File: config.mk
export PLATFORM = sky130hd
export DESIGN_NAME = wb_bus_arbiter
export DESIGN_NICKNAME = d
export VERILOG_FILES = /design/src/rtl/wb_bus_arbiter.sv
export SDC_FILE = /design/constraint.sdc
export NUM_CORES = 1
export LEC_CHECK = 0
export ABC_CLOCK_PERIOD_IN_PS = 2110
export CORE_AREA = 2 2 125 127
export CTS_CLUSTER_DIAMETER = 50
export DETAILED_ROUTE_END_ITERATION = 16
export DIE_AREA = 0 0 127 129
export HOLD_SLACK_MARGIN = 0.08
export SYNTH_ARGS = -nofsm -noshare
export SYNTH_HDL_FRONTEND = slang
export SYNTH_SLANG_ARGS = --single-unit
File: constraint.sdc
create_clock -name clk_i -period 2.11 [get_ports clk_i]
set_input_delay 0.422 -clock clk_i [delete_from_list [all_inputs] [get_ports clk_i]]
set_output_delay 0.422 -clock clk_i [all_outputs]
set_load 0.03 [all_outputs]
File: src/rtl/wb_bus_arbiter.sv
// wb_bus_arbiter: two-master / one-slave Wishbone arbiter.
// Master 0 is instruction fetch and master 1 is the data stage. The grant is
// registered and held until the owner drops cyc, so multi-beat cycles are
// never split. When the owner releases, the bus is handed straight to the
// other master if it is requesting; there is no idle cycle in between.
// Optional macro WB_ARB_TIMEOUT_EN: a stalled slave produces a forced one-cycle
// error after TIMEOUT_CYCLES strobed cycles without ack/err.
module wb_bus_arbiter #(
  parameter int unsigned DATA_PRIORITY  = 1,
  parameter int unsigned TIMEOUT_CYCLES = 255
) (
  input  logic        clk_i,
  input  logic        rst_i,
  input  logic        m0_cyc_i,
  input  logic        m0_stb_i,
  input  logic        m0_we_i,
  input  logic [3:0]  m0_sel_i,
  input  logic [31:0] m0_addr_i,
  input  logic [31:0] m0_dat_i,
  output logic [31:0] m0_dat_o,
  output logic        m0_ack_o,
  output logic        m0_err_o,
  input  logic        m1_cyc_i,
  input  logic        m1_stb_i,
  input  logic        m1_we_i,
  input  logic [3:0]  m1_sel_i,
  input  logic [31:0] m1_addr_i,
  input  logic [31:0] m1_dat_i,
  output logic [31:0] m1_dat_o,
  output logic        m1_ack_o,
  output logic        m1_err_o,
  output logic        s_cyc_o,
  output logic        s_stb_o,
  output logic        s_we_o,
  output logic [3:0]  s_sel_o,
  output logic [31:0] s_addr_o,
  output logic [31:0] s_dat_o,
  input  logic [31:0] s_dat_i,
  input  logic        s_ack_i,
  input  logic        s_err_i,
  output logic [1:0]  grant_o
);

  if (TIMEOUT_CYCLES < 2) begin : g_bad_timeout
    $error("wb_bus_arbiter: TIMEOUT_CYCLES must be >= 2");
  end

  typedef enum logic [1:0] {IDLE, GNT0, GNT1} state_t;

  state_t state;
  logic   req0;
  logic   req1;
  logic   tmo;

`ifdef WB_ARB_TIMEOUT_EN
  localparam int unsigned CW = $clog2(TIMEOUT_CYCLES + 1);

  logic [CW-1:0] cnt;
  logic          blk0;
  logic          blk1;

  assign tmo  = (state != IDLE) && (cnt == CW'(TIMEOUT_CYCLES));
  // A master cut off by a timeout must drop cyc before it can be granted again.
  assign req0 = m0_cyc_i & ~blk0;
  assign req1 = m1_cyc_i & ~blk1;

  // Stall counter: cleared whenever a new grant can start or the slave answers.
  always_ff @(posedge clk_i or posedge rst_i) begin
    if (rst_i) begin
      cnt <= '0;
    end else if ((state == IDLE) || tmo || s_ack_i || s_err_i ||
                 ((state == GNT0) && !m0_cyc_i) ||
                 ((state == GNT1) && !m1_cyc_i)) begin
      cnt <= '0;
    end else if (s_stb_o) begin
      cnt <= cnt + 1'b1;
    end
  end

  // Block flags: set on a forced error, cleared once that master drops cyc.
  always_ff @(posedge clk_i or posedge rst_i) begin
    if (rst_i) begin
      blk0 <= 1'b0;
      blk1 <= 1'b0;
    end else begin
      if (tmo && (state == GNT0))
        blk0 <= 1'b1;
      else if (!m0_cyc_i)
        blk0 <= 1'b0;
      if (tmo && (state == GNT1))
        blk1 <= 1'b1;
      else if (!m1_cyc_i)
        blk1 <= 1'b0;
    end
  end
`else
  assign tmo  = 1'b0;
  assign req0 = m0_cyc_i;
  assign req1 = m1_cyc_i;
`endif

  // Arbitration FSM; grant_o is registered alongside the state.
  always_ff @(posedge clk_i or posedge rst_i) begin
    if (rst_i) begin
      state   <= IDLE;
      grant_o <= 2'b00;
    end else begin
      case (state)
        IDLE: begin
          if (req0 && req1) begin
            if (DATA_PRIORITY != 0) begin
              state   <= GNT1;
              grant_o <= 2'b10;
            end else begin
              state   <= GNT0;
              grant_o <= 2'b01;
            end
          end else if (req0) begin
            state   <= GNT0;
            grant_o <= 2'b01;
          end else if (req1) begin
            state   <= GNT1;
            grant_o <= 2'b10;
          end
        end
        GNT0: begin
          if (tmo) begin
            state   <= IDLE;
            grant_o <= 2'b00;
          end else if (!m0_cyc_i) begin
            if (req1) begin
              state   <= GNT1;
              grant_o <= 2'b10;
            end else begin
              state   <= IDLE;
              grant_o <= 2'b00;
            end
          end
        end
        GNT1: begin
          if (tmo) begin
            state   <= IDLE;
            grant_o <= 2'b00;
          end else if (!m1_cyc_i) begin
            if (req0) begin
              state   <= GNT0;
              grant_o <= 2'b01;
            end else begin
              state   <= IDLE;
              grant_o <= 2'b00;
            end
          end
        end
        default: begin
          state   <= IDLE;
          grant_o <= 2'b00;
        end
      endcase
    end
  end

  // Combinational bus mux: owner drives the slave, slave responses return to the owner only.
  always_comb begin
    s_cyc_o  = 1'b0;
    s_stb_o  = 1'b0;
    s_we_o   = 1'b0;
    s_sel_o  = '0;
    s_addr_o = '0;
    s_dat_o  = '0;
    m0_dat_o = '0;
    m0_ack_o = 1'b0;
    m0_err_o = 1'b0;
    m1_dat_o = '0;
    m1_ack_o = 1'b0;
    m1_err_o = 1'b0;
    case (state)
      GNT0: begin
        s_cyc_o  = m0_cyc_i & ~tmo;
        s_stb_o  = m0_stb_i & ~tmo;
        s_we_o   = m0_we_i;
        s_sel_o  = m0_sel_i;
        s_addr_o = m0_addr_i;
        s_dat_o  = m0_dat_i;
        m0_dat_o = s_dat_i;
        m0_ack_o = s_ack_i & ~tmo;
        m0_err_o = s_err_i | tmo;
      end
      GNT1: begin
        s_cyc_o  = m1_cyc_i & ~tmo;
        s_stb_o  = m1_stb_i & ~tmo;
        s_we_o   = m1_we_i;
        s_sel_o  = m1_sel_i;
        s_addr_o = m1_addr_i;
        s_dat_o  = m1_dat_i;
        m1_dat_o = s_dat_i;
        m1_ack_o = s_ack_i & ~tmo;
        m1_err_o = s_err_i | tmo;
      end
      default: ;
    endcase
  end

endmodule
Yosys cells after proc, flatten, opt, wreduce, memory -nomap -nowiden
Index checks and enable logic that the tools add are counted.
Widths: inputs -> output; s select.
- latch bits: 0
- RAM bits: 0
- bits in read-only memories: 0
- input bits: 178
- output and inout port bits: 141
- memories kept: 0
- flip-flop bits (word level): 2
- logic and storage cells: 29
- muxes and demuxes: 20
- shifts and indexed selects: 0
- div/mod/pow operators: 0
- equality and inequality tests: 5
- add/subtract/negate cells: 0
- bitwise gates (word level): 0
- $mul: 0
- reduce and logical (&&, ||, !) cells: 3
- $lt $le $gt $ge: 0
- operators by type and width (cell ; count):
    $pmux 32 s2 ; 2
    $mux 32 ; 2
    $mux 2 ; 6
    $pmux 4 s2 ; 1
    $pmux 1 s2 ; 3
    $pmux 2 s3 ; 1
    $mux 1 ; 5
    $ne 2x2->1 const B ; 2
    $ne 4x4->1 const B ; 1
    $reduce_and 3->1 ; 1
    $eq 2x1->1 const B ; 1
    $eq 2x2->1 const B ; 1
    $logic_not 2->1 ; 1
    $logic_and 1x1->1 ; 1

Depth between registers and ports, before layout
Gate-level depths: netlist of the first run.
- depth after elaboration: 4
- mapped depth: 7
- mapped depth without buffers: 5

Least setup slack after synthesis of the first run
Ideal clock, no wire load.
- kind: flip-flop to output port
- start point: reg state[0]
- end point: out s_addr_o[0]
- cell stages (with the launch flop): 7
- data required time: 1.688 ns
- data arrival time: 1.770 ns
- setup slack: -0.082 ns
- path buffers: 2
- cell sequence: dfrtp_1 > inv_1 > ha_1 > buf_2 > clkbuf_1 > a22oi_1 > nor2b_1
- longest elaborated chain between the ends: 2
- elaborated cells between the ends (all ways): 3
- classes of those cells: eq/ne: 2; mux: 1
- ends and longest elaborated chain (what ; RTL line ; source):
    start, declared ; 50 ; state_t state;
    start signal, assigned ; 105 ; state <= IDLE;
    start signal, assigned ; 112 ; state <= GNT1;
    start signal, assigned ; 115 ; state <= GNT0;
    $eq 2x2->1 or $eq 2x1->1 (tied branches) ; 176 ; case (state)
    $pmux 32 s2 * ; 176 ;
    end, declared ; 36 ; output logic [31:0] s_addr_o,
Every way passes the cells marked *; elsewhere a longest branch is shown, timed or not.

Worst setup path after layout of the first run
- start point: reg state[0]
- end point: out s_addr_o[26]
Same word-level chain as after synthesis.

==> results of run 1 <==
repair_timing:
action,CTS,global route
gates resized for setup,8,24
cloned,1,3
setup buffers,0,0
endpoints found under the setup margin,71,80
pin swaps,1,1
cells in the mapped netlist:
cell,count
ha_1,4
inv_1,3
buf_4,1
nor2_1,2
a22oi_1,70
dfrtp_1,2
a22o_1,1
or4b_1,1
a22oi_4,1
clkbuf_1,25
buf_2,3
nand2b_1,1
and2_1,68
nor3b_1,1
o21ai_0,1
nor2b_1,71
o2bb2ai_1,1
buf_6,2
critical path, cell delays in order (launching register included):
cell and delay (ns):
dfrtp_2 0.44, inv_2 0.12, ha_4 0.20, bufbuf_16 0.33, a22oi_1 0.09, nor2b_2 0.11, buf_4 0.16
cell families (layout without fill, tap and decap cells):
| logic type | count (synthesis) | after routing | share of synthesized area |
|---|---|---|---|
| flops | 2 | 2 | 0.0291 |
| simple gates | 144 | 144 | 0.524 |
| buf+inv | 34 | 334 | 0.0873 |
| compound gates | 74 | 74 | 0.331 |
| fa+ha+maj | 4 | 4 | 0.0291 |
power by group through the flow:
stage	Clock (mW)	Sequential [mW]	Combinational (mW)
floorplan	0	0.110	3.70
global placement	0	0.0844	5.88
detailed placement	0	0.0883	5.93
CTS	0.285	0.0939	6.13
global route	0.297	0.103	6.83
finish	0.282	0.100	6.46
how the worst max path moves through the flow:
stage	start	endpoint	slack [ns]	cells after the start
global route	state[0]	s_addr_o[26]	-0.06	6
CTS	state[0]	s_addr_o[26]	-0.02	6
floorplan	state[0]	s_addr_o[0]	0.05	6
global placement	state[0]	s_addr_o[14]	0.18	6
finish	state[0]	s_addr_o[26]	0.009	6
detailed placement	state[1]	s_cyc_o	0.12	5
routing by layer:
metal	share of wire	up-vias	GRT usage
li1	-	1500	-
met5	0	-	0
met4	0.011	0	0.0252
met3	0.066	12	0.0229
met1	0.39	1418	0.135
met2	0.53	157	0.237
cell type report:
cell class,instances,area share
Inverter,3,0.00257
Tap cell,188,0.0440
Multi-Input combinational cell,222,0.329
Timing Repair Buffer,328,0.600
Sequential cell,2,0.00982
Clock buffer,3,0.0140
==> results.md, run 1 <==
* Net Count, Synth at 440
* WL per Instance at 15.7 um
* Fin Hold WS at 0.377 ns
* GRT overflow at 0
* Clock power share at 0.041
* Max VDD drop at 0.000573 V
* TritonRoute pass-1 iters at 4
* Final Core Density at 0.357
* Post-synth top area share at 0.305
* Layout cells sized above 1 at 0.418
* Detailed Route WL at 11,700 um
* Clk sinks at 2
* Largest cells by area after synthesis: a22oi_1 (31%), nor2b_1 (26%), and2_1 (25%)
* Max reg flops at 2
* Placed cell count at 739
* Reg-to-Reg Start: state[1]
* Via/cell ratio at 4.14
* Distinct cells, synth at 18
* Clk Latency, worst-skew pair at 0.22 ns
* Finish-stage setup viols at 0
* Die W at 127 um
* Pin count of the biggest net entering global routing at 61
* Vias at 3,087
* Die H at 129 um
* Sequential share of power at 0.015
* Vias in the first global route at 3,080
* Overall Global Routing Usage at 0.121
* FP Rows at 45
* Placer congestion estimate at 0.817
* Antenna-violating nets left at 0
* Max_cap viols at 0
* Pre-CTS setup slack at 0.122 ns
* Max Clock Freq at 476 MHz
* Synthesis-stage register bit count at 2
* Post-route setup TNS at 0 ns
* Die area at 0.0164 mm^2
* Final hold violation count at 0
* Reg2reg end: state[0]
* First-pass GRT wire length at 15,900 um
* Clock Pin Slew Worst Setup and Hold Paths at 0.03 ns
* Clk buf depth at 2
* Remaining DRCs at 0
* Relative slew slack at 0.734
* Root buffer cell: clkbuf_16
* Reg-to-reg slack, setup at 0.40 ns
* Net Sw Power at 3.53 mW
* WP data arrival at 1.68 ns
* CTS Buf Count at 3
* Post-Layout Cell Count at 746
* CP Max Fanout at 36
* Clock Skew at 0.00162 ns
* Worst EP required at 1.69 ns
* Register with the most flip-flops: state
* Mean Syn Cell Area at 6.67 um^2
* Crit share post-route at 0.996
* I/O pin count at 319
* Worst r2r path cells at 5
* Sequential fraction of the synthesis area at 0.0291
* Initial antenna violation count at 0
* Drt initial violations at 88
* Fin. max-slew vios at 0
* Initial Util at 0.115
* # port buffers at 318
* RSZ-0062 raised after global routing: true
* Path type of the worst min-delay path: input pin to async pin
* # nets final at 742
* Floorplan Core Area at 0.0150 mm^2
* Worst-Margin Slew at 0.398 ns
* Post-Syn Area at 0.00172 mm^2
* CTS H-tree depth at 1
* Most common cell after layout, fill and taps aside: clkdlybuf4s50_1
* Logic pwr share at 0.944
* Lkg Pwr at 2.19 nW
* Cell Pwr Density at 1280 mW/mm^2
* Yosys top cell by area: a22oi_1
* Kind of critical path: flip-flop to primary output
* Post-DP Area at 0.00504 mm^2
* Most frequent cells in the layout: clkdlybuf4s50_1 (179), buf_4 (118), a22oi_1 (68), nor2b_2 (67), and2_1 (67)
* Multi-input gate area at 0.00176 mm^2
* Reg area at 52.6 um^2
* CTS tree: done
* Int Pwr at 3.31 mW
* Final HPWL DP at 8770 um
* Final worst setup slack at 0.00876 ns
* CP Launch Type: flip-flop
* Tmin final at 2.10 ns
* Worst Setup End Kind: primary output
* Synth Instances at 258
* Post-route cell area at 0.00535 mm^2
* Switching share of power at 0.516
* Total power at 6.84 mW
* Cts hold-fix bufs at 0
* Area Overhead vs Synth at 211%
* Filler Cells Inserted at 1,534
* Regs by FF count: state: 2 flops
* Outcome: finished, final reports clean
* Ys Warns at 0
* Diode count at 0
Power figures use the tool's default switching activity.
==> run 2, diff against run 1 <==
- CAP_MARGIN: unset -> 20
==> results of run 2 <==
The final DEF is identical to that of run 1; final timing and power are the same.
